`src/rtl/ex_operand_stage.sv`:
```
// ID/EX pipeline register plus operand select and RAW hazard detection ahead of the ALU; EX_FORWARDING_EN enables the bypass muxes.
// Latency: one cycle ID->EX; ALU operands leave the bypass muxes in the same cycle as ex_valid.
// Backpressure: hold freezes every stage register; stall (combinational) asks IF/ID to hold while a bubble enters EX.
module ex_operand_stage #(
    parameter int DW = 32,
    parameter int RW = 5
) (
    input  logic          clk,
    input  logic          rst,
    input  logic          hold,
    input  logic          flush,
    input  logic          id_valid,
    input  logic [3:0]    id_alu_ctrl,
    input  logic [RW-1:0] id_rs_addr,
    input  logic [RW-1:0] id_rt_addr,
    input  logic [RW-1:0] id_rd_addr,
    input  logic [DW-1:0] id_rs_data,
    input  logic [DW-1:0] id_rt_data,
    input  logic [DW-1:0] id_imm,
    input  logic [4:0]    id_shamt,
    input  logic          id_use_imm,
    input  logic          id_use_shamt,
    input  logic          id_reg_write,
    input  logic          id_mem_read,
    input  logic          id_mem_write,
    input  logic          exmem_reg_write,
    input  logic [RW-1:0] exmem_rd,
    input  logic [DW-1:0] exmem_result,
    input  logic          memwb_reg_write,
    input  logic [RW-1:0] memwb_rd,
    input  logic [DW-1:0] memwb_result,
    output logic          stall,
    output logic          ex_valid,
    output logic [3:0]    ex_alu_ctrl,
    output logic [DW-1:0] ex_x,
    output logic [DW-1:0] ex_y,
    output logic [DW-1:0] ex_store_data,
    output logic [RW-1:0] ex_rd,
    output logic          ex_reg_write,
    output logic          ex_mem_read,
    output logic          ex_mem_write
);

    typedef struct packed {
        logic          valid;
        logic [3:0]    alu_ctrl;
        logic [RW-1:0] rs;
        logic [RW-1:0] rt;
        logic [RW-1:0] rd;
        logic [DW-1:0] rs_data;
        logic [DW-1:0] rt_data;
        logic [DW-1:0] imm;
        logic [4:0]    shamt;
        logic          use_imm;
        logic          use_shamt;
        logic          reg_write;
        logic          mem_read;
        logic          mem_write;
    } stage_t;

    stage_t        id_d;
    stage_t        ex_q;
    logic          hazard;
    logic [DW-1:0] rs_fwd;
    logic [DW-1:0] rt_fwd;

    always_comb begin
        id_d           = '0;
        id_d.valid     = id_valid;
        id_d.alu_ctrl  = id_alu_ctrl;
        id_d.rs        = id_rs_addr;
        id_d.rt        = id_rt_addr;
        id_d.rd        = id_rd_addr;
        id_d.rs_data   = id_rs_data;
        id_d.rt_data   = id_rt_data;
        id_d.imm       = id_imm;
        id_d.shamt     = id_shamt;
        id_d.use_imm   = id_use_imm;
        id_d.use_shamt = id_use_shamt;
        id_d.reg_write = id_reg_write;
        id_d.mem_read  = id_mem_read;
        id_d.mem_write = id_mem_write;
    end

    // Bubbles clear data fields too, so EX never sees stale operands.
    always_ff @(posedge clk) begin
        if (rst) begin
            ex_q <= '0;
        end else if (!hold) begin
            if (flush || stall) begin
                ex_q <= '0;
            end else begin
                ex_q <= id_d;
            end
        end
    end

    function automatic logic src_hit(input logic [RW-1:0] r);
        return (r != '0) && ((r == id_rs_addr) || (r == id_rt_addr));
    endfunction

`ifdef EX_FORWARDING_EN
    // EX/MEM is the younger producer, so it takes precedence over MEM/WB.
    function automatic logic [DW-1:0] fwd(input logic [RW-1:0] r, input logic [DW-1:0] d);
        if ((r != '0) && exmem_reg_write && (exmem_rd == r)) begin
            return exmem_result;
        end else if ((r != '0) && memwb_reg_write && (memwb_rd == r)) begin
            return memwb_result;
        end
        return d;
    endfunction

    always_comb begin
        rs_fwd = fwd(ex_q.rs, ex_q.rs_data);
        rt_fwd = fwd(ex_q.rt, ex_q.rt_data);
        hazard = ex_q.valid & ex_q.mem_read & src_hit(ex_q.rd);
    end
`else
    logic unused_nofwd;
    assign unused_nofwd = ^{exmem_result, memwb_reg_write, memwb_rd, memwb_result, ex_q.rs, ex_q.rt};

    // Without bypass, wait until the producer has left EX/MEM; the write-first register file covers WB.
    always_comb begin
        rs_fwd = ex_q.rs_data;
        rt_fwd = ex_q.rt_data;
        hazard = (ex_q.valid & ex_q.mem_read & src_hit(ex_q.rd))
               | (ex_q.valid & ex_q.reg_write & src_hit(ex_q.rd))
               | (exmem_reg_write & src_hit(exmem_rd));
    end
`endif

    assign stall         = id_valid & ~flush & hazard;
    assign ex_valid      = ex_q.valid;
    assign ex_alu_ctrl   = ex_q.alu_ctrl;
    assign ex_rd         = ex_q.rd;
    assign ex_reg_write  = ex_q.valid & ex_q.reg_write;
    assign ex_mem_read   = ex_q.valid & ex_q.mem_read;
    assign ex_mem_write  = ex_q.valid & ex_q.mem_write;
    // The ALU shifts y by x, so the shift amount rides on x.
    assign ex_x          = ex_q.use_shamt ? {{(DW-5){1'b0}}, ex_q.shamt} : rs_fwd;
    assign ex_y          = ex_q.use_imm ? ex_q.imm : rt_fwd;
    assign ex_store_data = rt_fwd;

endmodule

```
`config.mk`:
```
export PLATFORM = sky130hd
export DESIGN_NAME = ex_operand_stage
export DESIGN_NICKNAME = d
export VERILOG_FILES = /design/src/rtl/ex_operand_stage.sv
export SDC_FILE = /design/constraint.sdc
export NUM_CORES = 1
export LEC_CHECK = 0
export ABC_AREA = 1
export CAP_MARGIN = 10
export CORE_UTILIZATION = 38
export DETAILED_ROUTE_END_ITERATION = 8
export GPL_ROUTABILITY_DRIVEN = 1
export HOLD_SLACK_MARGIN = 0.15
export PLACE_DENSITY_LB_ADDON = 0.05
export SLEW_MARGIN = 10
export SYNTH_ARGS = -nofsm -noshare
export SYNTH_HDL_FRONTEND = slang
export SYNTH_SLANG_ARGS = --single-unit
```
`constraint.sdc`:
```
create_clock -name clk -period 1.65 [get_ports clk]
set_clock_uncertainty 0.1 [all_clocks]
set_input_delay 0.33 -clock clk [delete_from_list [all_inputs] [get_ports clk]]
set_output_delay 0.33 -clock clk [all_outputs]
set_load 0.02 [all_outputs]
```
* After elaboration in Yosys (flattened, before gate mapping)
Index checks and enable logic that the tools add are counted.
** Operators by class
- Eq/ne operators :: 4
- Muxes and demuxes :: 3
- Bitwise gates (word level) :: 11
- Reductions and logical operators :: 7
** Operators with widths (count)
- $mux 126 :: 1
- $mux 32 :: 2
- $eq 5x5->1 :: 4
- $reduce_bool 5->1 :: 2
- $and 1x1->1 :: 8
- $logic_or 1x1->1 :: 3
- $logic_and 1x1->1 :: 2
- $or 1x1->1 :: 2
- $not 1->1 :: 1
** Storage, ports and cells
- Flip-flop bits (word level) :: 116
- Input port bits :: 206
- Output and inout port bits :: 110

* Longest topological paths before layout
- Depth after elaboration :: 9
- Depth in mapped cells :: 13
- Gate-level depth less buffers :: 11

* Worst setup path after synthesis
OpenSTA, ideal clock, no wires.
- Path kind :: register to output
- From :: register ex_q, in the netlist ex_valid
- To :: output stall
- Arrival time :: 1401 ps
- Setup slack :: -181 ps
- Cell stages (with the launch flop) :: 10
- Path buffers :: 1
- Path through :: dfxtp_1 -> nand2_1 -> inv_1 -> o21ai_1 -> inv_1 -> nand2_1 -> nand2_1 -> nand2_4 -> buf_2 -> inv_1
** On the way
- Word-level cells in the longest chain between the ends :: 5
- Elaborated cells on any way between the ends :: 7
- Those cells by class :: bitwise: 7
** RTL lines
- from (decl) :: line 62 : stage_t ex_q;
- from (signal assigned) :: line 93 : ex_q <= id_d;
- $and 1x1->1
- named net ex_mem_read :: line 40 : output logic ex_mem_read,
- $and 1x1->1 :: line 126 : hazard = (ex_q.valid & ex_q.mem_read & src_hit(ex_q.rd))
- $or 1x1->1 :: line 127 : | (ex_q.valid & ex_q.reg_write & src_hit(ex_q.rd))
- $or 1x1->1 :: line 128 : | (exmem_reg_write & src_hit(exmem_rd));
- $and 1x1->1 :: line 132 : assign stall = id_valid & ~flush & hazard;
- to (decl) :: line 32 : output logic stall,
The timed path passes the listed nets, and every way through them passes these cells.

* Final worst setup path
- From :: register ex_q, in the netlist ex_rd[3]
- To :: output stall
** On the way
- Word-level cells in the longest chain between the ends :: 7
- Elaborated cells on any way between the ends :: 10
- Those cells by class :: eq/ne: 2; bitwise: 5; reduce/logical: 3
** RTL lines
- $eq 5x5->1 :: line 99 : return (r != '0) && ((r == id_rs_addr) || (r == id_rt_addr));
- $logic_or 1x1->1 :: line 99
- $logic_and 1x1->1 * :: line 99
- $and 1x1->1 (on tied branches) :: line 126, 127
- $or 1x1->1 * :: line 127
- $or 1x1->1 * :: line 128
- $and 1x1->1 * :: line 132
Mark *: on every way between the ends. The rest lies on a longest branch, timed or not.

==> reports/summary.json <==
{
  "outcome": {
    "run_status": "complete, but fails checks",
    "violations_in_the_final_reports": "setup timing"
  },
  "worst_setup_path": {
    "worst_setup_path_end_kind": "output port",
    "critical-path-top-delay-family": "simple AND/OR/NAND/NOR gates",
    "regToRegStartpoint": "ex_rd[3]$_SDFFE_PP0N_",
    "timing.critical_path.buf_inv": 4,
    "worst_ep_required_time_ns": 1.22,
    "crit_path_max_fanout": 4,
    "critical_path_depth": 10,
    "r2r-end": "rs_fwd[20]$_SDFFE_PP0N_",
    "cp_cell_sequence": "buf_4 -> nor3_2 -> nand3_1 -> o21ai_1 -> inv_1 -> nand2_2 -> nand2_2 -> nand2_4 -> inv_2 -> buf_6",
    "reg2reg_setup_slack_ns": -0.34,
    "timing_worst_setup_path_type": "flip-flop to output port",
    "crit_start": "ex_rd[3]$_SDFFE_PP0N_",
    "worst_setup_path_endpoint": "stall",
    "worst_path_max_delay_cell": "sky130_fd_sc_hd__dfxtp_2",
    "timing.critical_path.arrival_ns": 1.61,
    "timing.reg2reg.worst_path_depth": 14,
    "slowest_delay_ns": 0.33,
    "path_common_cell": "sky130_fd_sc_hd__nand2_2",
    "startpoint_type": "flip-flop"
  },
  "power": {
    "power.share.switching_pct": 27.2,
    "netSwitchingPower_mw": 2.24,
    "total_leakage_power_nw": 5.19,
    "power_frac_clock_pct": 44.3,
    "cell_internal_pwr_mw": 6.01,
    "power_density_nw_per_um2": 747,
    "vdd_drop_max_mv": 0.785,
    "totalPowerFinal_mw": 8.25,
    "sequential_fraction_of_design_power_pct": 36.1,
    "p_comb_share_pct": 19.6
  },
  "floorplan": {
    "total_number_of_placement_rows": 48,
    "floorplan.io_pins": 316,
    "initial_core_util_pct": 39.3,
    "fp.dieArea_sq_um": 18600,
    "dieHeight_um": 136,
    "fp.coreArea_sq_um": 17500,
    "chipWidth_um": 136
  },
  "clock_tree": {
    "clock_tree.buffer_depth": 2,
    "clock_sink_count": 116,
    "cts-buffers-inserted": 17,
    "cts_hold_buffers": 0,
    "htreeDepth": 4,
    "cts_tree": "yes",
    "clock_slew_seen_by_the_registers_of_the_worst_setup_and_hold_paths_ns": 0.06,
    "clk_latency_ns": 0.41,
    "root_buffer": "sky130_fd_sc_hd__clkbuf_16"
  },
  "yosys": {
    "ys.warnings.count": 0,
    "synthesis.area_per_instance_sq_um": 6.85,
    "postSynthCellCount": 1002,
    "ys_ff_latch": 116,
    "count_of_unique_library_cells_instantiated_by_yosys": 22,
    "synth_fp_nets": 1208,
    "seq_area_frac_synth_pct": 33.8,
    "mappedNetlistArea_sq_um": 6860
  },
  "routing": {
    "drc_violations_left": 0,
    "detail_route_antenna_nets": 0,
    "drtIter0Drc": 358,
    "via_count": 6775,
    "drt-vias-per-instance": 4.60,
    "routed_wirelength_um": 22200,
    "avgRoutedWirePerCell_um": 15.1,
    "first_pass_iters": 4
  },
  "flow_run": {
    "cap_viol_max_count": 0
  },
  "placed_design": {
    "numPortBuffers": 245,
    "dpl.hpwl_um": 12700,
    "place.gp.congestion": 0.790,
    "place_worst_setup_slack_ns": -0.961
  },
  "layout": {
    "num_antenna_cells": 0,
    "mostFrequentLayoutCells": "sky130_fd_sc_hd__nand2_1, sky130_fd_sc_hd__inv_1, sky130_fd_sc_hd__nor2_1",
    "nNetsFinal": 1440,
    "final_layout_size_suffix_gt1_share_pct": 28.8,
    "final_common_cell": "sky130_fd_sc_hd__nand2_1",
    "fillerInstances": 1597,
    "area_growth_pct": 61.1
  },
  "global_route": {
    "via_count_of_the_first_global_routing_pass": 6117,
    "grt_start_max_net_pins": 54,
    "initial_antenna_violation_count": 0,
    "global_route.overflow_total": 0,
    "grt_pass1_wl_um": 31300,
    "grtUsageTotal_pct": 21.6
  },
  "timing": {
    "fin_crit_ns": 2.04,
    "report.final.hold_viol_count": 0,
    "final_critical_path_setup_slack_ns": -0.387,
    "finalSetupViolCount": 167,
    "post_route_clock_period_utilization_pct": 123,
    "worst_slew_margin_rel_pct": 73.0,
    "setup_tns_ns": -42.50,
    "achievable-frequency_ghz": 0.491,
    "rsz0062_at_grt": "true",
    "max_slew.worst_pin.slew_ns": 0.405,
    "slew_violations": 0
  },
  "worst_hold_path": {
    "min_path_type": "primary input to flip-flop"
  }
}
repair_timing:
item,4_1_cts,5_1_grt
endpoints found under the setup margin,225,191
hold endpoints to repair,0,0
resized for setup,478,127
gates cloned,5,15
setup buffers,13,13
pin swaps,13,19
cells by family after synthesis:
family | share of synthesized area, %
AND/OR/NAND/NOR | 29.6
buffers and inverters | 19.0
AO/OA/AOI/OAI | 10.8
flip-flops | 33.8
multiplexers | 6.07
XOR/XNOR | 0.638
tightest hold or removal path: cells and delay by family:
| family | cells | cell delay [ns] |
|---|---|---|
| compound gates | 1 | 0.06 |
| buf+inv | 1 | 0.17 |
| simple gates | 1 | 0.09 |
worst min path at each step:
stage | startpoint | end | slack [ns] | depth (start not counted)
2_1_floorplan | rs_fwd[13]$_SDFFE_PP0N_ | rs_fwd[13]$_SDFFE_PP0N_ | 0.34 | 2
6_report | hold | ex_q[1]$_SDFFE_PP0N_ | 0.20 | 3
3_3_place_gp | ex_q[23]$_SDFFE_PP0N_ | ex_q[23]$_SDFFE_PP0N_ | 0.35 | 2
5_1_grt | hold | ex_q[1]$_SDFFE_PP0N_ | 0.20 | 3
4_1_cts | hold | ex_valid$_SDFFE_PP0N_ | 0.17 | 3
3_5_place_dp | ex_q[17]$_SDFFE_PP0N_ | ex_q[17]$_SDFFE_PP0N_ | 0.36 | 2
synth_stat cells, drive strengths merged:
master	n	area (sq um)
inv	169	634
nand2	168	638
nor2	153	574
nand3	121	806
a21oi	116	731
dfxtp	116	2320
buf	64	490
clkbuf	48	180
mux2	37	417
xnor2	4	35.0
nor3	2	10.0
o21ai	2	10.0
nand4	1	6.26
xor2	1	8.76
sequential cells by signal, summed over array words and instances, names as in the netlist:
signal / cells
ex_q: 42
ex_store_data: 32
rs_fwd: 32
ex_rd: 5
ex_alu_ctrl: 4
ex_valid: 1
layout make-up:
class                      instances  area [sq um]  share of cell area (%)
clock buffer                      20           447                    4.04
clock inverter                    12           131                    1.19
timing repair buffer             325          3640                    32.9
inverter                         169           637                    5.76
sequential                       116          2340                    21.2
multi-input combinational        605          3570                    32.3
tap                              225           282                    2.55
power groups by stage:
stage	registers, mW	clock network, mW	logic (mW)
finish	2.98	3.65	1.62
global route	2.99	3.84	1.75
CTS	2.98	3.72	1.53
detailed placement	3.04	0	1.48
global placement	3.04	0	1.48
floorplan	3.02	0	0.802
stage by stage:
step                area (sq um)  std cells  hold slack (ns)  util, %
global route               11100       1472            0.198     63.2
finish                     11100       1472            0.202     63.2
global placement            9400       1398            0.351     53.8
detailed placement          9400       1398            0.355     53.8
CTS                        10300       1448            0.169     59.0
floorplan                   6870       1002            0.336        -
metal layers:
metal,global-route usage (%),vias to the layer above,share of wire [%]
li1,-,3508,-
met1,28.0,3045,46
met2,35.0,205,47
met3,5.85,17,6.8
met4,6.30,0,1.0
met5,0,-,0
No activity file was read; power rests on OpenSTA's default activity.
==> RTL change, RTL diff (same flow settings) <==
Change the parameter `DW` from 32 to 24.
--- a/src/rtl/ex_operand_stage.sv
+++ b/src/rtl/ex_operand_stage.sv
@@ -3,5 +3,5 @@
 // Backpressure: hold freezes every stage register; stall (combinational) asks IF/ID to hold while a bubble enters EX.
 module ex_operand_stage #(
-    parameter int DW = 32,
+    parameter int DW = 24,
     parameter int RW = 5
 ) (
Interface: changed (8 resized); port bits go from 316 to 252. The function was not compared with the original's and may differ.
==> RTL change against the unedited design <==
- the run still ends with setup timing left
- power is 28% lower
- cell count decreased by 18%
- non-clock buffer count shrank 67
- clock power down 38%
- synthesized area down 12%
- global-route usage shrank 1.5 points
- routed wire length shrank 21%
- sequential power fell by 21%
- cell area down 19%
- sequential share of layout area decreased by 0.39 points
- setup slack gained 0.067 ns
- sequential cell count is 24 lower
- largest power group is now registers
- highest routed layer unchanged
==> RTL change: results (changes against the unedited design) <==
Placed design
  – Placement Cell Area: 8070 sq um (-14%)

Synthesis
  – Fraction of synthesized cell area in xor and xnor cells: 0.7245% (+0.086 points)
  – Cell area after synthesis: 6045 sq um (-12%)
  – Top cells by count, synth: nand2_1 (141), inv_1 (135), nor2_1 (121)
  – Sequential fraction of the synthesis area: 30.47% (-3.4 points)
  – Mux share of post-synthesis cell area: 5.403% (-0.67 points)
  – Netlist cell types: 23 (+4.5%)
  – Synth Area in Compound Gates: 12.75% (+2.0 points)
  – Mapped Nets: 976 (-19%)
  – Leading post-synthesis cells by cell area: dfxtp_1 (30%), nand3_2 (13%), a21oi_2 (12%)

Critical path
  – Crit path largest cell delay: 0.36 ns (+0.03 ns)
  – RR Endpoint: ex_q[6]
  – Worst path slowest cell: dfxtp_4
  – Worst EP arrival: 1.54 ns (-0.07 ns)
  – Reg2Reg Depth: 13 (-1)

Worst hold path
  – Hold path startpoint: rst
  – Hold Path Sink: rs_fwd[6]
  – Hold depth: 2 (-1)

STA
  – Hold slack: 0.2709 ns (+0.06849 ns)
  – Slew headroom: 76.37% (+3.4 points)
  – Final WS setup: -0.3201 ns (+0.06740 ns)
  – Final setup fails: 121 (-28%)
  – Setup_tns: -26.36 ns (+16.14 ns)

Pwr
  – P_comb: 1.33 mW (-18%)
  – Clock power frac: 37.9% (-6.4 points)
  – Static leakage: 4.084 nW (-21%)

Layout
  – Fillers: 1,451 (-9.1%)
  – Sequential cells: 92 (-21%)
  – FF+latch area: 1864 sq um (-20%)
  – Layout cells sized above 1: 34.34% (+5.5 points)
  – Clock-cell share of area: 3.563% (-1.7 points)
  – Clock Buffer Count: 12 (-40%)
  – Max reg flops: 34 (-19%)
  – Signal buf overhead: 31.23% (-1.7 points)
  – Non-clk invs: 137 (-19%)
  – Bufs w/o clock: 258 (-21%)
  – Comb_multi_in: 493 (-19%)
  – Area of the multi-input gates: 3194 sq um (-11%)
  – NumNets Final: 1,157 (-20%)

Global route
  – Number of global-route vias before repair: 5,402 (-12%)
  – All-Layer GR Usage: 20.10% (-1.5 points)

Status
  – Outcome: finished with violations
  – Failing checks: setup timing

CTS
  – Latest clock arrival within the worst-skew pair: 0.34 ns (-0.07 ns)
  – CTS Buf Count: 9 (-8)
  – CTS H-Tree Depth: 3 (-1)

Drt
  – DR vias/cell: 4.639 (+0.79%)
RTL change: cell count changes in the layout (fill, tap and decap cells not counted), moves of 14 or more:
| cell | delta |
|---|---|
| nand3_1 | -61 |
| a21oi_2 | +34 |
| dfxtp_1 | -24 |
| buf_6 | -31 |
| nand2_1 | -25 |
| nor2_4 | -16 |
| inv_1 | -29 |
| nand3_2 | +37 |
| buf_2 | +14 |
| a21oi_1 | -58 |
| clkdlybuf4s50_1 | -24 |
RTL change: layer usage:
metal  global-route usage, %  vias up  wire length, microns
li1                        -     2814                     -
met1                   24.33     2631                  8067
met2                   35.74      142                  8408
met4                   4.152        0                   130
met5                       0        -                     0
met3                   5.134       12                   951
RTL change: stage by stage:
stage          power [mW]  utilization (%)
2_1_floorplan       3.126                -
3_3_place_gp        3.674            52.50
3_5_place_dp        3.688            52.50
4_1_cts             5.910            54.68
5_1_grt             6.209            58.26
6_report            5.944            58.26
